File: src/rtl/morse_char_decoder.sv
// Morse sequence decoder: turns 10-bit slot-encoded sequences and word-gap strobes
// into ASCII characters queued in a show-ahead FIFO for the downstream consumer.
module morse_char_decoder #(
    parameter int DEPTH = 8,
    parameter int AW    = 3
) (
    input  logic          clk,
    input  logic          Reset,
    input  logic [9:0]    seq_in,
    input  logic          seq_valid,
    input  logic          space_in,
    input  logic          Clear,
    input  logic          rd_en,
    output logic [7:0]    char_out,
    output logic          char_valid,
    output logic [AW:0]   count,
    output logic          full,
    output logic          busy,
    output logic          err_pulse,
    output logic          drop_pulse,
    output logic          overflow
);

    localparam logic [AW:0] LP_DEPTH = (AW+1)'(DEPTH);
    localparam logic [7:0]  LP_QMARK = 8'h3F;
    localparam logic [7:0]  LP_SPACE = 8'h20;

    typedef enum logic [1:0] {
        ST_IDLE,
        ST_LOOKUP,
        ST_WRITE,
        ST_WRITE_SP
    } state_t;

    // Symbols are gathered as a length plus a dash=1 bit string, first symbol
    // most significant; anything outside the ITU letter/digit set becomes '?'.
    function automatic logic [7:0] decode(input logic [9:0] s);
        logic [2:0] len;
        logic [4:0] code;
        logic       bad;
        logic       seen_empty;
        logic [1:0] sym;
        logic [7:0] ch;
        len        = 3'd0;
        code       = 5'd0;
        bad        = 1'b0;
        seen_empty = 1'b0;
        for (int i = 0; i < 5; i++) begin
            sym = s[9-2*i -: 2];
            if (sym == 2'b11) begin
                bad = 1'b1;
            end else if (sym == 2'b00) begin
                seen_empty = 1'b1;
            end else begin
                if (seen_empty) bad = 1'b1;
                len  = len + 3'd1;
                code = {code[3:0], sym == 2'b10};
            end
        end
        case ({len, code})
            8'b010_00001: ch = 8'h41; // A
            8'b100_01000: ch = 8'h42; // B
            8'b100_01010: ch = 8'h43; // C
            8'b011_00100: ch = 8'h44; // D
            8'b001_00000: ch = 8'h45; // E
            8'b100_00010: ch = 8'h46; // F
            8'b011_00110: ch = 8'h47; // G
            8'b100_00000: ch = 8'h48; // H
            8'b010_00000: ch = 8'h49; // I
            8'b100_00111: ch = 8'h4A; // J
            8'b011_00101: ch = 8'h4B; // K
            8'b100_00100: ch = 8'h4C; // L
            8'b010_00011: ch = 8'h4D; // M
            8'b010_00010: ch = 8'h4E; // N
            8'b011_00111: ch = 8'h4F; // O
            8'b100_00110: ch = 8'h50; // P
            8'b100_01101: ch = 8'h51; // Q
            8'b011_00010: ch = 8'h52; // R
            8'b011_00000: ch = 8'h53; // S
            8'b001_00001: ch = 8'h54; // T
            8'b011_00001: ch = 8'h55; // U
            8'b100_00001: ch = 8'h56; // V
            8'b011_00011: ch = 8'h57; // W
            8'b100_01001: ch = 8'h58; // X
            8'b100_01011: ch = 8'h59; // Y
            8'b100_01100: ch = 8'h5A; // Z
            8'b101_11111: ch = 8'h30; // 0
            8'b101_01111: ch = 8'h31; // 1
            8'b101_00111: ch = 8'h32; // 2
            8'b101_00011: ch = 8'h33; // 3
            8'b101_00001: ch = 8'h34; // 4
            8'b101_00000: ch = 8'h35; // 5
            8'b101_10000: ch = 8'h36; // 6
            8'b101_11000: ch = 8'h37; // 7
            8'b101_11100: ch = 8'h38; // 8
            8'b101_11110: ch = 8'h39; // 9
            default:      ch = LP_QMARK;
        endcase
        if (bad) ch = LP_QMARK;
        return ch;
    endfunction

    state_t       r_state;
    logic [9:0]   r_seq_p0;
    logic [7:0]   r_char_p1;
    logic         r_pend_sp;
    logic         r_drop;

    logic [7:0]   r_mem [DEPTH];
    logic [AW-1:0] r_wr_ptr;
    logic [AW-1:0] r_rd_ptr;
    logic [AW:0]  r_count;
    logic         r_overflow;

    logic         w_push;
    logic [7:0]   w_push_data;
    logic         w_pop;
    logic         w_wr;

    // Stage p0: capture the sequence; p1: decoded character; then FIFO write.
    always_ff @(posedge clk) begin
        if (!Reset || Clear) begin
            r_state   <= ST_IDLE;
            r_pend_sp <= 1'b0;
            r_drop    <= 1'b0;
        end else begin
            r_drop <= (r_state != ST_IDLE) && (seq_valid || space_in);
            case (r_state)
                ST_IDLE: begin
                    if (seq_valid && (seq_in != 10'd0)) begin
                        r_seq_p0  <= seq_in;
                        r_pend_sp <= space_in;
                        r_state   <= ST_LOOKUP;
                    end else if (space_in) begin
                        r_state <= ST_WRITE_SP;
                    end
                end
                ST_LOOKUP: begin
                    r_char_p1 <= decode(r_seq_p0);
                    r_state   <= ST_WRITE;
                end
                ST_WRITE: begin
                    r_state <= r_pend_sp ? ST_WRITE_SP : ST_IDLE;
                end
                ST_WRITE_SP: begin
                    r_pend_sp <= 1'b0;
                    r_state   <= ST_IDLE;
                end
                default: r_state <= ST_IDLE;
            endcase
        end
    end

    always_comb begin
        w_push      = (r_state == ST_WRITE) || (r_state == ST_WRITE_SP);
        w_push_data = (r_state == ST_WRITE) ? r_char_p1 : LP_SPACE;
        w_pop       = rd_en && (r_count != '0);
        // A push into a full FIFO only lands when a pop frees the slot this cycle.
        w_wr        = w_push && ((r_count != LP_DEPTH) || w_pop);
    end

    always_ff @(posedge clk) begin
        if (!Reset || Clear) begin
            r_wr_ptr   <= '0;
            r_rd_ptr   <= '0;
            r_count    <= '0;
            r_overflow <= 1'b0;
        end else begin
            if (w_wr)  r_wr_ptr <= r_wr_ptr + 1'b1;
            if (w_pop) r_rd_ptr <= r_rd_ptr + 1'b1;
            r_count <= r_count + {{AW{1'b0}}, w_wr} - {{AW{1'b0}}, w_pop};
            if (w_push && !w_wr) r_overflow <= 1'b1;
        end
    end

    always_ff @(posedge clk) begin
        if (Reset && !Clear && w_wr) r_mem[r_wr_ptr] <= w_push_data;
    end

    assign char_out   = (r_count == '0) ? 8'h00 : r_mem[r_rd_ptr];
    assign char_valid = (r_count != '0);
    assign count      = r_count;
    assign full       = (r_count == LP_DEPTH);
    assign busy       = (r_state != ST_IDLE);
    assign err_pulse  = (r_state == ST_WRITE) && (r_char_p1 == LP_QMARK);
    assign drop_pulse = r_drop;
    assign overflow   = r_overflow;

endmodule
File: config.mk
export PLATFORM = sky130hd
export DESIGN_NAME = morse_char_decoder
export DESIGN_NICKNAME = d
export VERILOG_FILES = /design/src/rtl/morse_char_decoder.sv
export SDC_FILE = /design/constraint.sdc
export NUM_CORES = 1
export LEC_CHECK = 0
export ABC_AREA = 1
export CORE_MARGIN = 3
export CORE_UTILIZATION = 50
export CTS_CLUSTER_DIAMETER = 100
export CTS_CLUSTER_SIZE = 8
export DETAILED_ROUTE_END_ITERATION = 8
export PLACE_DENSITY = 0.69
export SYNTH_ARGS = -nofsm -noshare
export SYNTH_HDL_FRONTEND = slang
export SYNTH_SLANG_ARGS = --single-unit
File: constraint.sdc
create_clock -name clk -period 8.1 [get_ports clk]
set_input_delay 1.62 -clock clk [delete_from_list [all_inputs] [get_ports clk]]
set_output_delay 1.62 -clock clk [all_outputs]
set_load 0.03 [all_outputs]
# Word level (Yosys, flattened, before mapping)
# Memory sizes are Yosys's and may differ from the RTL's. A register that Yosys moved wholly into a read port is not among the register bits.
# Cells that the tools add are included.
# totals
register_bits,33
mem_bits_rw,64
input_bits,16
out_inout_bits,18
wordCells,182
mem_count,1
# classes
addsub,8
eq_ne,54
muxes,80
bitwise,1
n_reduce_logical,29
# mem_list
memory,depth,word_bits,read_ports,rd_clocked_by_memory_dff,wr,line_no,text
r_mem,8,8,1,1,1,109,logic [7:0] r_mem [DEPTH];
# op_table
cell,n
$pmux W7 S36,1
$eq A8 B8 Y1 const B,22
$eq A8 B7 Y1 const B,12
$mux W3,20
$mux W5,12
$mux W1,40
$eq A2 B2 Y1 const B,12
$eq A8 B6 Y1 const B,3
$add A3 B1 Y3 const B,6
$mux W8,2
$logic_not A2 Y1,6
$reduce_bool A10 Y1,1
$logic_and A1 B1 Y1,8
$pmux W2 S4,1
$mux W2,3
$add A4 B1 Y4,1
$eq A4 B4 Y1 const B,1
$logic_not A4 Y1,1
$logic_or A1 B1 Y1,4
$ne A4 B4 Y1 const B,1
$reduce_and A2 Y1,2
$reduce_bool A2 Y1,2
$reduce_bool A4 Y1,1
$sub A4 B1 Y4,1
other kinds (7),9

# Longest topological paths before layout
# Gate-level depths: netlist (run 1).
# logic_depth
word_depth,27
mapped_depth,31
mapped_depth_nobuf,31

# Worst setup path before layout (run 1)
# No wires, ideal clock.
# synth_path
path_type,register to register
startpoint,reg r_seq_p0[8]
endpoint,reg r_char_p1[4] (data pin)
setup_ns,0.267
arrival_time_ns,3.225
slack_ns,4.608
stages_incl_launch_ff,28
cell_sequence,edfxtp_1 -> inv_1 -> ha_1 -> inv_1 -> nand2_1 -> nand2_1 -> inv_1 -> ha_1 -> inv_1 -> nand2_1 -> nand2_1 -> inv_1 -> ha_1 -> nand2_1 -> nand2_1 -> ha_1 -> or2_2 -> nand2_2 -> nand2_4 -> nor2_4 -> buf_6 -> nand2_1 -> nand2_1 -> nor2_1 -> nand2_1 -> nor2_1 -> nand2_1 -> nand3_1
# synth_via
elab_chain_cells,27
# synth_lines
element,line_no,text
start: declaration,104,logic [9:0] r_seq_p0;
start signal: assignment,131,r_seq_p0 <= seq_in;
$logic_not A2 Y1,52,end else if (sym == 2'b00) begin
$mux W1,52,
$mux W1,50,if (sym == 2'b11) begin
$mux W3,128,case (r_state)
$mux W3,122,if (!Reset || Clear) begin
$add A3 B1 Y3,56,len = len + 3'd1;
$mux W3,52,
$mux W3,50,
[... 11 more ...],-,
$mux W3,122,
$add A3 B1 Y3,56,
$mux W3,52,
$mux W3,50,
$mux W3,128,
$mux W3,122,
"$eq A8 B8 Y1, or another cell as far along",60,"case ({len, code})"
$pmux W7 S36,60,
end signal: assignment,139,r_char_p1 <= decode(r_seq_p0);
end: declaration,105,logic [7:0] r_char_p1;
# Several ways; a longest one is shown, not always the timed one. The select of a mux whose other input is x is not followed.
# A chain may end at the register's enable or synchronous reset.

==> impl_metrics.yaml, run 1 <==
run:
  max-cap-violations: 0
grt:
  grt_pass1_wl_um: 19500
  grt_overflow_total: 0
  grt_antenna_before_repair: 0
  grtUsageTotal: 0.213
  grt_max_degree: 30
  first_global_vias: 4163
sta:
  max_slew.worst_pin.slew_ps: 1080
  relSlewSlack: 0.273
  fin_crit_sh: 0.610
  report.final.slew_viol_count: 0
  hold_viol: 0
  finalSetupViolations: 0
  finClkSkew_ps: 14.1
  fin_crit_ps: 4940
  rsz0062_at_grt: "false"
  max_freq_mhz: 202
  tns_ps: 0
clocking:
  htreeDepth: 3
  cts_max_path_buffers: 2
  clock_sink_count: 91
  cts_tree: "done"
  cts_buffers: 9
  path_clk_slew_ps: 90
  cts_root_buf: "clkbuf_8"
  post_cts_buffers: 0
  hold_buffers: 0
  clk_latency_ps: 360
  cts_resized: 0
worst_setup_path:
  critical_path.max_fanout: 29
  cp.required_ps: 6480
  crit_top_cell: "o21ai_0"
  end_kind: "output pin"
  slowest_stage: "dfxtp_1"
  worstPathCellList: "clkinv_1 > o21ai_0 > o22ai_1 > o21ai_0 > a31oi_1 > clkdlybuf4s50_1"
  startpoint_type: "flop"
  path_class: "flop to output pin"
  worstPathArrival_ps: 3320
  crit_path_max_incr_delay_ps: 860
detailed_routing:
  viasPerCell: 5.39
  wl_per_cell_um: 14.3
  wl_um: 11300
  ant_nets: 0
  firstDrtPassIters: 5
  drtIter0Drc: 319
  drc_errors: 0
  via_count: 4262
synthesis:
  synth_cell_types: 41
  ys_seq_elements: 91
  syn_area_per_cell_sq_um: 8.24
  synth_ff_type: "edfxtp_1"
  ys_seq_area_frac: 0.499
  synthArstFlopShare: 0
  synth_edf_count: 73
  synthCells: 621
  synth_fp_nets: 651
  yosysWarnings: 0
  netlist_area_sq_um: 5120
finish:
  final_cell_mix: "nand2_1 (124), nor2_1 (118), edfxtp_1 (73)"
  area_delta_synth_final_pct: 12.6
  multi_input_area_sq_um: 2240
  diodes: 0
  fillers: 893
  fin_nets: 683
  final_area_sq_um: 5770
  post_route_cells_drive_above_1_share: 0.102
  final_common_cell: "nand2_1"
  seqCellArea_sq_um: 2550
floorplanning:
  num_rows: 36
  dieArea_sq_um: 11500
  start_util: 0.519
  die_w_um: 107
  die_y_um: 107
  coreArea_sq_um: 9860
  io_pins: 34
power:
  p_comb_frac: 0.210
  vdd_drop_max_mv: 0.0979
  powerDensity_nw_per_um2: 185
  seqPwrFrac: 0.489
  power_switching_uw: 312
  leakagePower_uw: 0.00240
  power.internal_uw: 752
  swShare: 0.294
  p_clk_frac: 0.301
place:
  dp_hpwl_um: 8620
  gp_congestion: 0.909
  placed_area_sq_um: 5550
  numPortBuffers: 32
outcome:
  status: "finished clean"
hold_path:
  hold_class: "flop to flop"
-- power by group through the flow --
stage	clock, uW	combinational, uW	sequential (uW)
2_1_floorplan	0	153	531
3_3_place_gp	0	219	531
3_5_place_dp	0	223	531
4_1_cts	326	224	520
5_1_grt	348	250	522
6_report	321	223	520
-- through the flow --
step	utilization	instances	power (uW)	hold WS [ps]	setup WS (ps)
after floorplan	-	621	685	433	4610
final	0.585	791	1060	467	3160
after detailed placement	0.563	775	754	457	3550
after global routing	0.585	791	1120	522	2770
after global placement	0.563	775	749	447	3670
after CTS	0.585	791	1070	476	3150
-- worst paths after layout --
kind / slack [ps] / from / endpoint / depth (start not counted)
max: 3160 / flop / char_out[4] / 6
min reg2reg: 470 / r_rd_ptr[2] / r_rd_ptr[2] / 2
max reg2reg: 4100 / r_seq_p0[8] / r_char_p1[1] / 23
min: 470 / r_rd_ptr[2] / r_rd_ptr[2] / 2
-- per-layer routing --
metal  global-route usage  vias to the layer above  routed length [um]
met1                0.270                     1999                4970
met2                0.370                      114                5630
li1                     -                     2131                   -
met3               0.0313                       18                 521
met5                    0                        -                   0
met4               0.0731                        0                 213
-- worst max-delay path, delay by kind of cell (launching register included) --
family	cells	cell delay, ps
flip-flops	1	860
buffers and inverters	2	1370
AO/OA/AOI/OAI	4	730
-- area by class of cell --
class / instances / area share
multi-input cells: 446 / 0.388
repair buffers: 32 / 0.0555
clock inverters: 4 / 0.00998
flip-flops and latches: 91 / 0.443
clock buffers: 12 / 0.0269
well taps: 133 / 0.0289
inverters: 73 / 0.0479
-- cell families after synthesis --
logic type | share of synthesized area
compound gates | 0.0931
xor+xnor | 0.00171
fa+ha+maj | 0.0357
buf+inv | 0.0643
flops | 0.499
other cells | 0.000732
simple gates | 0.306
-- registers in the layout, indices dropped and copies added, names as in the netlist, named ones only --
name	flops
overflow	1
r_char_p1	7
r_rd_ptr	3
r_mem	56
r_state	2
r_pend_sp	1
r_wr_ptr	3
count	4
r_seq_p0	10
drop_pulse	1
-- synthesized netlist by cell type (3+ instances only) --
cell type / instances / area, sq um
dfxtp_1: 18 / 360
nor2_4: 3 / 33.8
nand2_2: 15 / 93.8
o22ai_1: 7 / 43.8
nand3_2: 5 / 50.1
o21ai_0: 47 / 235
inv_2: 10 / 37.5
nand3_1: 40 / 200
nor4_1: 3 / 18.8
a21oi_1: 14 / 70.1
nor2_2: 8 / 50.1
nand2_4: 5 / 56.3
nand2_1: 124 / 465
nor2_1: 118 / 443
ha_1: 13 / 163
inv_1: 61 / 229
nor3_1: 7 / 35.0
o211ai_1: 3 / 22.5
clkbuf_1: 9 / 33.8
edfxtp_1: 73 / 2190
a31oi_1: 8 / 50.1
nand4_1: 6 / 37.5
Note: power is estimated with default switching activity, not from simulation.
==> run 2: changes to the inputs <==
Settings changed: PLACE_DENSITY 0.69 to 0.72.
Clock period 8.1 ns to 4.4 ns, I/O delays scaled along.
==> run 2 against run 1 <==
Compared with the run above:
- sequential cell count is the same
- combinational power is 92% higher
- utilization rose by 0.47 points
- hold slack improved by 5.5 ps
- power increased by 83%
- critical path depth rose by 20
- sequential power is 83% higher
- worst setup slack worse by 2700 ps
- global-route usage barely moved
- non-clock buffer count grew 8
- cell count increased by 1.0%
- critical path type is now flop to flop
- critical endpoint is now r_char_p1[4]
- largest cell class unchanged
==> impl_metrics.yaml, run 2 (same netlist as run 1, synthesis figures left out) <==
grt:
  grtUsageMet1: 0.257
  grtUsageMet3: 0.0301
  grt_overflow_total: 0
  first_global_vias: 4148
  grtUsageTotal: 0.213
  busiest_layer: "met2"
  grt_pass1_wl_um: 19400
  grt_use_met2: 0.371
  grt_max_degree: 29
  grt_antenna_before_repair: 0
detailed_routing:
  wl_per_cell_um: 14.4
  firstDrtPassIters: 6
  wl_um: 11500
  drc_errors: 0
  viasPerCell: 5.31
  via_count: 4242
  ant_nets: 0
  drtIter0Drc: 272
floorplanning:
  coreArea_sq_um: 9860
  die_w_um: 107
  start_util: 0.519
  die_y_um: 107
  io_pins: 34
  num_rows: 36
  dieArea_sq_um: 11500
sta:
  fin_crit_ps: 3910
  report.final.slew_viol_count: 0
  finalSetupViolations: 0
  hold_viol: 0
  rsz0062_at_grt: "false"
  max_slew.worst_pin.slew_ps: 868
  relSlewSlack: 0.419
  fin_crit_sh: 0.889
  max_freq_mhz: 256
  tns_ps: 0
  finClkSkew_ps: 16.9
worst_setup_path:
  critical_path.max_fanout: 12
  cp.required_ps: 4490
  worstPathArrival_ps: 4000
  crit_family: "simple AND/OR/NAND/NOR gates"
  crit_path_max_incr_delay_ps: 410
  path_class: "flop to flop"
  slowest_stage: "edfxtp_1"
  critPathBufInv: 5
  startpoint_type: "flop"
  crit_top_cell: "nand2_1"
  crit_cells: 26
  end_kind: "flop"
  reg2regPathDepth: 26
clocking:
  clock_sink_count: 91
  cts_root_buf: "clkbuf_8"
  htreeDepth: 3
  cts_buffers: 9
  cts_tree: "done"
  post_cts_buffers: 0
  path_clk_slew_ps: 100
  hold_buffers: 0
  clk_latency_ps: 360
  cts_max_path_buffers: 2
  cts_resized: 0
place:
  dp_hpwl_um: 8400
  gp_congestion: 0.885
  numPortBuffers: 32
finish:
  area_delta_synth_final_pct: 13.5
  final_util: 0.589
  final_common_cell: "nand2_1"
  fillers: 872
  final_cell_mix: "nand2_1 (124), nor2_1 (118), edfxtp_1 (73)"
  largest_reg_flops: 56
  post_route_cells_drive_above_1_share: 0.113
  diodes: 0
  reg.largest.list: "r_mem: 56 flops, r_seq_p0: 10 flops, r_char_p1: 7 flops"
  fin_nets: 691
  largest-register: "r_mem"
outcome:
  status: "finished clean"
hold_path:
  whs_path_depth: 2
  hold_class: "flop to flop"
power:
  powerDensity_nw_per_um2: 334
  vdd_drop_max_mv: 0.152
  leakagePower_uw: 0.00243
run:
  max-cap-violations: 0
[run 2: path summary, 6_finish.rpt]
kind / endpoint / slack (ps) / start
worst min-delay path: r_rd_ptr[2] / 470 / r_rd_ptr[2]
worst max register to register: r_char_p1[4] / 490 / r_seq_p0[8]
worst min register to register: r_rd_ptr[2] / 470 / r_rd_ptr[2]
worst max-delay path: r_char_p1[4] / 490 / r_seq_p0[8]
[run 2: area by class of cell]
class,count,area [sq um],area share
well taps,133,166,0.0286
inverters,73,277,0.0476
multi-input cells,446,2240,0.385
clock buffers,10,128,0.0220
flip-flops and latches,91,2550,0.439
clock inverters,6,71.3,0.0123
repair buffers,40,380,0.0654
[run 2: layer usage]
metal	vias to the layer above	wire, um
li1	2140	-
met2	113	5880
met1	1962	4910
met5	-	0
met4	0	306
met3	27	436
[run 2: per-stage QoR]
stage | setup slack (ps) | cell area (sq um) | total power, uW | hold slack (ps) | cells
2_1_floorplan | 908 | 5120 | 1260 | 433 | 621
3_3_place_gp | 677 | 5610 | 1390 | 446 | 783
3_5_place_dp | 541 | 5610 | 1400 | 460 | 783
4_1_cts | 507 | 5810 | 1950 | 483 | 799
5_1_grt | 105 | 5810 | 2030 | 510 | 799
6_report | 490 | 5810 | 1940 | 473 | 799
[run 2: tightest hold or removal path: stages, from the launching register on]
cell,delay (ps)
dfxtp_1,320
inv_1,50
a21oi_1,60
[run 2: report_power, final]
| group | internal [uW] | switching, uW |
|---|---|---|
| registers | 939 | 11.8 |
| logic | 149 | 279 |
| clock network | 268 | 296 |
| total | 1360 | 587 |
